$ cat src/rtl/row_vnu_ctrl_pkg.sv
// Shared state encoding, IB-ROM segment codes and latency helpers for the
// row VNU iteration controller.
package row_vnu_ctrl_pkg;

   typedef enum logic [2:0] {
      ST_IDLE    = 3'd0,
      ST_REFRESH = 3'd1,
      ST_LOAD    = 3'd2,
      ST_DECODE  = 3'd3,
      ST_DRAIN   = 3'd4,
      ST_NEXT    = 3'd5,
      ST_DONE    = 3'd6
   } state_e;

   localparam logic [1:0] SEL_VN_F0 = 2'd0;
   localparam logic [1:0] SEL_VN_F1 = 2'd1;
   localparam logic [1:0] SEL_DN    = 2'd2;

   localparam int PHASE_BW = 8;

   // Cycles needed for the last latched c2v to leave the F0/F1/DNU pipes.
   function automatic int drain_len(input int vn_depth, input int dn_depth);
      return 32'sd1 + 32'sd2 * vn_depth + dn_depth;
   endfunction

   function automatic int valid_dly(input int vn_depth);
      return 32'sd1 + 32'sd2 * vn_depth;
   endfunction

endpackage

$ cat src/rtl/ib_ram_refresh_seq.sv
// IB-ROM page walker for one REFRESH pass; write strobes and addresses are
// delayed by ROM_RD_LAT so they line up with the ROM read data.
module ib_ram_refresh_seq
   import row_vnu_ctrl_pkg::*;
#(
   parameter int VN_PAGE_ADDR_BW = 6,
   parameter int DN_PAGE_ADDR_BW = 6,
   parameter int VN_PAGE_WORDS   = 64,
   parameter int DN_PAGE_WORDS   = 64,
   parameter int ROM_RD_LAT      = 1
) (
   input  logic                     clk_i,
   input  logic                     rstn_i,
   input  logic                     go_i,
   output logic [1:0]               rom_sel_o,
   output logic [VN_PAGE_ADDR_BW:0] rom_word_o,
   output logic [2:0]               we_o,
   output logic [VN_PAGE_ADDR_BW:0] addr0_o,
   output logic [VN_PAGE_ADDR_BW:0] addr1_o,
   output logic [DN_PAGE_ADDR_BW:0] addr2_o,
   output logic                     finished_o
);
   localparam int VW = VN_PAGE_ADDR_BW + 1;
   localparam int DW = DN_PAGE_ADDR_BW + 1;

   logic          active_q, active_d;
   logic [1:0]    sel_q, sel_d;
   logic [VW-1:0] word_q, word_d;
   logic          seg_end_s, last_s;
   logic [2:0]    we_s;
   logic [VW-1:0] a0_s, a1_s;
   logic [DW-1:0] a2_s;

   logic [2:0]    we_p   [ROM_RD_LAT];
   logic [VW-1:0] a0_p   [ROM_RD_LAT];
   logic [VW-1:0] a1_p   [ROM_RD_LAT];
   logic [DW-1:0] a2_p   [ROM_RD_LAT];
   logic          last_p [ROM_RD_LAT];

   // Segment/word walker: VN F0 page, VN F1 page, then DN page.
   always_comb begin
      active_d  = active_q;
      sel_d     = sel_q;
      word_d    = word_q;
      seg_end_s = (sel_q == SEL_DN) ? (word_q == VW'(DN_PAGE_WORDS - 1))
                                    : (word_q == VW'(VN_PAGE_WORDS - 1));
      if (go_i) begin
         active_d = 1'b1;
         sel_d    = SEL_VN_F0;
         word_d   = '0;
      end else if (active_q && seg_end_s) begin
         word_d = '0;
         if (sel_q == SEL_DN) begin
            active_d = 1'b0;
            sel_d    = SEL_VN_F0;
         end else begin
            sel_d = sel_q + 2'd1;
         end
      end else if (active_q) begin
         word_d = word_q + VW'(1);
      end else begin
         word_d = word_q;
      end
   end

   // Decode the presented ROM word into the strobe/address it will produce.
   always_comb begin
      we_s   = 3'b000;
      a0_s   = '0;
      a1_s   = '0;
      a2_s   = '0;
      last_s = active_q && (sel_q == SEL_DN) && seg_end_s;
      if (active_q) begin
         case (sel_q)
            SEL_VN_F0: begin we_s = 3'b001; a0_s = word_q;     end
            SEL_VN_F1: begin we_s = 3'b010; a1_s = word_q;     end
            SEL_DN:    begin we_s = 3'b100; a2_s = DW'(word_q); end
            default:   begin we_s = 3'b000; end
         endcase
      end else begin
         we_s = 3'b000;
      end
   end

   // Walker registers and the ROM-latency alignment pipeline.
   always_ff @(posedge clk_i) begin
      if (!rstn_i) begin
         active_q <= 1'b0;
         sel_q    <= SEL_VN_F0;
         word_q   <= '0;
         for (int i = 0; i < ROM_RD_LAT; i++) begin
            we_p[i]   <= 3'b000;
            a0_p[i]   <= '0;
            a1_p[i]   <= '0;
            a2_p[i]   <= '0;
            last_p[i] <= 1'b0;
         end
      end else begin
         active_q  <= active_d;
         sel_q     <= sel_d;
         word_q    <= word_d;
         we_p[0]   <= we_s;
         a0_p[0]   <= a0_s;
         a1_p[0]   <= a1_s;
         a2_p[0]   <= a2_s;
         last_p[0] <= last_s;
         for (int i = 1; i < ROM_RD_LAT; i++) begin
            we_p[i]   <= we_p[i-1];
            a0_p[i]   <= a0_p[i-1];
            a1_p[i]   <= a1_p[i-1];
            a2_p[i]   <= a2_p[i-1];
            last_p[i] <= last_p[i-1];
         end
      end
   end

   assign rom_sel_o  = sel_q;
   assign rom_word_o = word_q;
   assign we_o       = we_p[ROM_RD_LAT-1];
   assign addr0_o    = a0_p[ROM_RD_LAT-1];
   assign addr1_o    = a1_p[ROM_RD_LAT-1];
   assign addr2_o    = a2_p[ROM_RD_LAT-1];
   assign finished_o = last_p[ROM_RD_LAT-1];

endmodule

$ cat src/rtl/row_vnu_iter_ctrl.sv
// Per-iteration controller for a row of partial-VNU datapaths.
// Define ROW_VNU_EARLY_TERM_EN to stop on syndrome_zero at the end of DRAIN.
module row_vnu_iter_ctrl
   import row_vnu_ctrl_pkg::*;
#(
   parameter int VN_PAGE_ADDR_BW   = 6,
   parameter int DN_PAGE_ADDR_BW   = 6,
   parameter int VN_PAGE_WORDS     = 64,
   parameter int DN_PAGE_WORDS     = 64,
   parameter int ROM_RD_LAT        = 1,
   parameter int VN_PIPELINE_DEPTH = 3,
   parameter int DN_PIPELINE_DEPTH = 3,
   parameter int MULTI_FRAME_NUM   = 2,
   parameter int LAYER_NUM         = 4,
   parameter int ITER_BW           = 4
) (
   input  logic                     read_clk,
   input  logic                     rstn,
   input  logic                     start,
   input  logic [ITER_BW-1:0]       max_iter,
   input  logic                     syndrome_zero,
   output logic                     busy,
   output logic                     done,
   output logic [ITER_BW-1:0]       iter_cnt,
   output logic [1:0]               rom_sel,
   output logic [VN_PAGE_ADDR_BW:0] rom_word,
   output logic [2:0]               ib_ram_we,
   output logic [VN_PAGE_ADDR_BW:0] page_addr_ram_0,
   output logic [VN_PAGE_ADDR_BW:0] page_addr_ram_1,
   output logic [DN_PAGE_ADDR_BW:0] page_addr_ram_2,
   output logic                     c2v_parallel_load,
   output logic                     c2v_latch_en,
   output logic                     read_addr_offset,
   output logic                     v2c_src,
   output logic                     v2c_valid,
   output logic                     hd_valid
);
   localparam int DEC_LEN = LAYER_NUM * MULTI_FRAME_NUM;
   localparam int DRN_LEN = drain_len(VN_PIPELINE_DEPTH, DN_PIPELINE_DEPTH);
   localparam int V_DLY   = valid_dly(VN_PIPELINE_DEPTH);

   state_e                 state_q, state_d;
   logic [PHASE_BW-1:0]    phase_q, phase_d;
   logic [ITER_BW-1:0]     iter_q, iter_d, max_q, max_d;
   logic                   last_iter_s, stop_s, go_s, fin_s;
   logic                   busy_q, busy_d, done_q, done_d, load_q, load_d;
   logic                   en_q, en_d, off_q, off_d, src_q, src_d;
   logic [V_DLY-1:0]       v2c_sr_q;
   logic [DN_PIPELINE_DEPTH-1:0] hd_sr_q;

   // Compared one bit wider so max_iter = 2^ITER_BW-1 never wraps.
   assign last_iter_s = ({1'b0, iter_q} + {{ITER_BW{1'b0}}, 1'b1}) == {1'b0, max_q};
`ifdef ROW_VNU_EARLY_TERM_EN
   assign stop_s = last_iter_s | syndrome_zero;
`else
   logic unused_syndrome_s;
   assign unused_syndrome_s = syndrome_zero;
   assign stop_s = last_iter_s;
`endif

   ib_ram_refresh_seq #(
      .VN_PAGE_ADDR_BW (VN_PAGE_ADDR_BW),
      .DN_PAGE_ADDR_BW (DN_PAGE_ADDR_BW),
      .VN_PAGE_WORDS   (VN_PAGE_WORDS),
      .DN_PAGE_WORDS   (DN_PAGE_WORDS),
      .ROM_RD_LAT      (ROM_RD_LAT)
   ) u_refresh (
      .clk_i      (read_clk),
      .rstn_i     (rstn),
      .go_i       (go_s),
      .rom_sel_o  (rom_sel),
      .rom_word_o (rom_word),
      .we_o       (ib_ram_we),
      .addr0_o    (page_addr_ram_0),
      .addr1_o    (page_addr_ram_1),
      .addr2_o    (page_addr_ram_2),
      .finished_o (fin_s)
   );

   // State register plus iteration bookkeeping.
   always_ff @(posedge read_clk) begin
      if (!rstn) begin
         state_q <= ST_IDLE;
         phase_q <= '0;
         iter_q  <= '0;
         max_q   <= '0;
      end else begin
         state_q <= state_d;
         phase_q <= phase_d;
         iter_q  <= iter_d;
         max_q   <= max_d;
      end
   end

   // Next-state logic; the NEXT decision is folded into the last DRAIN cycle.
   always_comb begin
      state_d = state_q;
      iter_d  = iter_q;
      max_d   = max_q;
      case (state_q)
         ST_IDLE: begin
            if (start) begin
               state_d = ST_REFRESH;
               iter_d  = '0;
               max_d   = (max_iter == '0) ? ITER_BW'(1) : max_iter;
            end else begin
               state_d = ST_IDLE;
            end
         end
         ST_REFRESH: begin
            if (fin_s) begin
               state_d = (iter_q == '0) ? ST_LOAD : ST_DECODE;
            end else begin
               state_d = ST_REFRESH;
            end
         end
         ST_LOAD: state_d = ST_DECODE;
         ST_DECODE: begin
            if (phase_q == PHASE_BW'(DEC_LEN - 1)) begin
               state_d = ST_DRAIN;
            end else begin
               state_d = ST_DECODE;
            end
         end
         ST_DRAIN: begin
            if (phase_q != PHASE_BW'(DRN_LEN - 1)) begin
               state_d = ST_DRAIN;
            end else if (stop_s) begin
               state_d = ST_DONE;
            end else begin
               state_d = ST_REFRESH;
               iter_d  = iter_q + ITER_BW'(1);
            end
         end
         ST_NEXT: state_d = ST_IDLE;
         ST_DONE: state_d = ST_IDLE;
         default: state_d = ST_IDLE;
      endcase
      phase_d = (state_d != state_q) ? '0 : phase_q + PHASE_BW'(1);
   end

   // Output decode from the upcoming state so every pin leaves a flop.
   always_comb begin
      go_s   = (state_d == ST_REFRESH) && (state_q != ST_REFRESH);
      busy_d = (state_d != ST_IDLE) && (state_d != ST_DONE);
      done_d = (state_d == ST_DONE);
      load_d = (state_d == ST_LOAD);
      en_d   = (state_d == ST_DECODE);
      src_d  = (state_d != ST_IDLE) && (iter_d != '0);
      if ((state_d == ST_DECODE) && (state_q != ST_DECODE)) begin
         off_d = 1'b0;
      end else if ((state_d == ST_DECODE) || (state_d == ST_DRAIN)) begin
         off_d = ~off_q;
      end else begin
         off_d = 1'b0;
      end
   end

   // Registered control outputs and the datapath-latency valid delay lines.
   always_ff @(posedge read_clk) begin
      if (!rstn) begin
         busy_q   <= 1'b0;
         done_q   <= 1'b0;
         load_q   <= 1'b0;
         en_q     <= 1'b0;
         off_q    <= 1'b0;
         src_q    <= 1'b0;
         v2c_sr_q <= '0;
         hd_sr_q  <= '0;
      end else begin
         busy_q   <= busy_d;
         done_q   <= done_d;
         load_q   <= load_d;
         en_q     <= en_d;
         off_q    <= off_d;
         src_q    <= src_d;
         v2c_sr_q <= {v2c_sr_q[V_DLY-2:0], en_q};
         hd_sr_q  <= {hd_sr_q[DN_PIPELINE_DEPTH-2:0], v2c_sr_q[V_DLY-1]};
      end
   end

   assign busy              = busy_q;
   assign done              = done_q;
   assign iter_cnt          = iter_q;
   assign c2v_parallel_load = load_q;
   assign c2v_latch_en      = en_q;
   assign read_addr_offset  = off_q;
   assign v2c_src           = src_q;
   assign v2c_valid         = v2c_sr_q[V_DLY-1];
   assign hd_valid          = hd_sr_q[DN_PIPELINE_DEPTH-1];

endmodule

$ cat config.mk
export PLATFORM = sky130hd
export DESIGN_NAME = row_vnu_iter_ctrl
export DESIGN_NICKNAME = d
export VERILOG_FILES = /design/src/rtl/row_vnu_ctrl_pkg.sv /design/src/rtl/ib_ram_refresh_seq.sv /design/src/rtl/row_vnu_iter_ctrl.sv
export SDC_FILE = /design/constraint.sdc
export NUM_CORES = 1
export LEC_CHECK = 0
export ABC_AREA = 1
export BUFFER_PORTS_ARGS = -buffer_cell sky130_fd_sc_hd__buf_2
export CORE_ASPECT_RATIO = 2
export CORE_MARGIN = 1
export CORE_UTILIZATION = 45
export CTS_CLUSTER_DIAMETER = 30
export DETAILED_ROUTE_END_ITERATION = 6
export HOLD_SLACK_MARGIN = 0.15
export MAX_ROUTING_LAYER = met4
export PLACE_DENSITY = 0.75
export SLEW_MARGIN = 20
export SYNTH_ARGS = -nofsm -noshare
export SYNTH_HDL_FRONTEND = slang
export SYNTH_SLANG_ARGS = --single-unit
$ cat constraint.sdc
create_clock -name read_clk -period 2.38 [get_ports read_clk]
set_clock_uncertainty 0.1 [all_clocks]
set_input_delay 0.357 -clock read_clk [delete_from_list [all_inputs] [get_ports read_clk]]
set_output_delay 0.357 -clock read_clk [all_outputs]
set_load 0.01 [all_outputs]
==> flow_metrics.tcl <==
set metrics [dict create \
    antenna_found_initial 0 \
    nets 401 \
    rsz0062_at_grt "no" \
    clk_latency_ns 0.33 \
    io_buffers 51 \
    syn-cell-area_um2 2750 \
    ys_ff_latch 70 \
    fp.dieArea_um2 6440 \
    synth_area_leader_cell "dfxtp_1" \
    ys.flop_type "dfxtp_1" \
    cts_max_path_buffers 2 \
    wl_met2_mm 2.94 \
    p_leak_nw 1.60 \
    final_max_slew_viol_count 0 \
    h-tree-depth 3 \
    yosysUniqueCellTypes 35 \
    hold_buffers 0 \
    ant_nets 0 \
    detailed_place_hpwl_mm 3.96 \
    synth-edff-count 0 \
    cts_made_buffers 9 \
    async_flop_share_pct 0 \
    grt_use_total_pct 18.9 \
    dp.cells 438 \
    synthCells 328 \
    vias 2178 \
    firstDrtPassIters 6 \
    worst_ep_required_time_ns 2.55 \
    regArea_um2 1400 \
    final_common_cell "dfxtp_1" \
    min_delay_path_depth 3 \
    cts.sinks 70 \
    rr_startpoint "iter_cnt[0]$_SDFF_PN0_" \
    instances_no_fill 452 \
    status "finished with violations" \
    hold_viol_final 0 \
    yosysTopAreaCellShare_pct 51.0 \
    grt.overflow.total 0 \
    grt_pass1_vias 2035 \
    yosysSeqAreaShare_pct 51.0 \
    die_h_um 112 \
    multiInputGateArea_um2 1130 \
    start_util_pct 47.3 \
    fp-row-count 39 \
    top_level_ports 53 \
    fillers 507 \
    antennaDiodeCount 0 \
    layout_common_cells "70 x dfxtp_1, 56 x nor2_1, 52 x nand2_1" \
    path_clk_slew_ns 0.05 \
    hp-class "input port to flip-flop" \
    hp-start "max_iter[2]" \
    path_class "flip-flop to flip-flop" \
    place_congestion 0.868 \
    grt_max_degree 21 \
    period_share_pct 86.9 \
    vias_per_cell 4.82 \
    top_layer "met4" \
    power.density_nw_per_um2 774 \
    wl_met3_um 225 \
    max_freq_mhz 484 \
    drive_above_1_share_pct 27.9 \
    final_area_um2 3340 \
    worst_r2r_path_depth 13 \
    drc_errors 8 \
    drt_iter0_drc 99 \
    met1_length_mm 2.00 \
    netlist_top_cells_area "dfxtp_1 51%, nor2_1 7.7%, nand2_1 7.1%, inv_1 5.9%, nand3_1 2.9%" \
    ir_drop_mv 0.399 \
    cp_data_arrival_time_ns 2.24 \
    wire_per_inst_um 11.9 \
    setup_tns_ns 0 \
    rr_endpoint "phase_q[1]$_SDFF_PP0_" \
    period_needed_ns 2.07 \
    maxCapViolCount 0 \
    placed_cell_area_um2 3060 \
    tightest_slew_ns 0.418 \
    cp-start-kind "flip-flop" \
    ys.warnings.count 0 \
    drt_wl_total_mm 5.36 \
    grt_pass1_wl_mm 8.71 \
    areaGrowthSynthToFinish_pct 21.6 \
    core-area_um2 5810 \
    synthesis.nets 341 \
    cts_tree "yes" \
    die-width_um 57.2 \
    violations "DRC" \
    utilization_pct 57.5 \
    r2r_slack_ns 0.31 \
    hold_end "max_q[2]$_SDFFE_PN0P_" \
    max-slew-margin-rel_pct 72.1 \
    cp_max_fo 8 \
    power_w 0.00258 \
    cts_resized 0 \
    setup_viol 0 \
    crit_path_end_kind "flip-flop" \
    avgSynthCellArea_um2 8.37 \
    clockRootBuffer "clkbuf_16" \
    postCtsSetupRepairBufs 0 \
]
[layer usage]
metal	vias to the layer above	global-route usage, %
met2	58	34.1
met1	977	15.8
met3	14	4.95
met5	-	-
met4	0	13.7
li1	1129	-
[where the power goes]
part / leakage [nW] / internal [W] / switching, W
clock network: 0.137 / 0.000792 / 0.000471
registers: 0.566 / 0.00119 / 0.0000144
logic: 0.897 / 0.0000381 / 0.0000789
[stage by stage]
step / setup WS, ns / hold WS [ns]
detailed placement: 0.317 / 0.300
global placement: 0.344 / 0.294
floorplan: 0.350 / 0.290
CTS: 0.298 / 0.162
finish: 0.312 / 0.166
global route: 0.150 / 0.194
[flip-flops by register name, summed over array words and instances, names as in the netlist, 4 cells and up]
signal	count
iter_cnt	4
max_q	4
phase_q	8
u_refresh.a0_p	7
u_refresh.a1_p	7
u_refresh.a2_p	7
u_refresh.rom_word_o	7
v2c_sr_q	7
[critical path, cell delays in order (launching register included)]
cell	delay [ns]
dfxtp_1	0.34
inv_2	0.06
ha_1	0.33
inv_1	0.06
nand2_1	0.05
nand2_1	0.06
nand3_2	0.09
nor2_4	0.15
nand2_4	0.10
a21oi_2	0.22
nand2_1	0.09
nand2_2	0.09
nand3_4	0.14
nor2_2	0.12
[synth_stat cells, types with 2 or more instances]
library cell / instances
a21oi_1: 6
buf_6: 2
clkbuf_1: 2
dfxtp_1: 70
ha_1: 5
inv_1: 43
inv_2: 7
nand2_1: 52
nand2_2: 8
nand2_4: 3
nand3_1: 16
nand3_2: 5
nand3_4: 2
nand4_1: 5
nor2_1: 56
nor2_2: 10
nor3_1: 7
o21ai_0: 4
xnor2_1: 2
xor2_1: 8
[area by class of cell]
| type | count | share of cell area (%) |
|---|---|---|
| flip-flops and latches | 70 | 42.0 |
| multi-input cells | 204 | 33.7 |
| repair buffers | 53 | 8.09 |
| clock buffers | 9 | 6.74 |
| inverters | 50 | 5.62 |
| well taps | 61 | 2.29 |
| clock inverters | 5 | 1.57 |
[worst max-delay path by stage]
stage	endpoint	slack, ns	from
after floorplan	phase_q[0]$_SDFF_PP0_	0.35	iter_cnt[0]$_SDFF_PN0_
after CTS	phase_q[1]$_SDFF_PP0_	0.30	iter_cnt[0]$_SDFF_PN0_
final	phase_q[1]$_SDFF_PP0_	0.31	iter_cnt[0]$_SDFF_PN0_
after detailed placement	phase_q[1]$_SDFF_PP0_	0.32	iter_cnt[0]$_SDFF_PN0_
after global routing	phase_q[1]$_SDFF_PP0_	0.15	iter_cnt[0]$_SDFF_PN0_
after global placement	phase_q[0]$_SDFF_PP0_	0.34	iter_cnt[0]$_SDFF_PN0_
[kinds of logic after synthesis]
kind of cell / count (synthesis) / share of synthesized area (%)
adders and majority gates: 5 / 2.28
DFF: 70 / 51.0
buffers and inverters: 54 / 7.93
AOI/OAI and AO/OA: 16 / 3.33
xor gates and xnor gates: 10 / 3.19
and+or+nand+nor: 173 / 32.2
No activity file was read; power rests on OpenSTA's default activity.
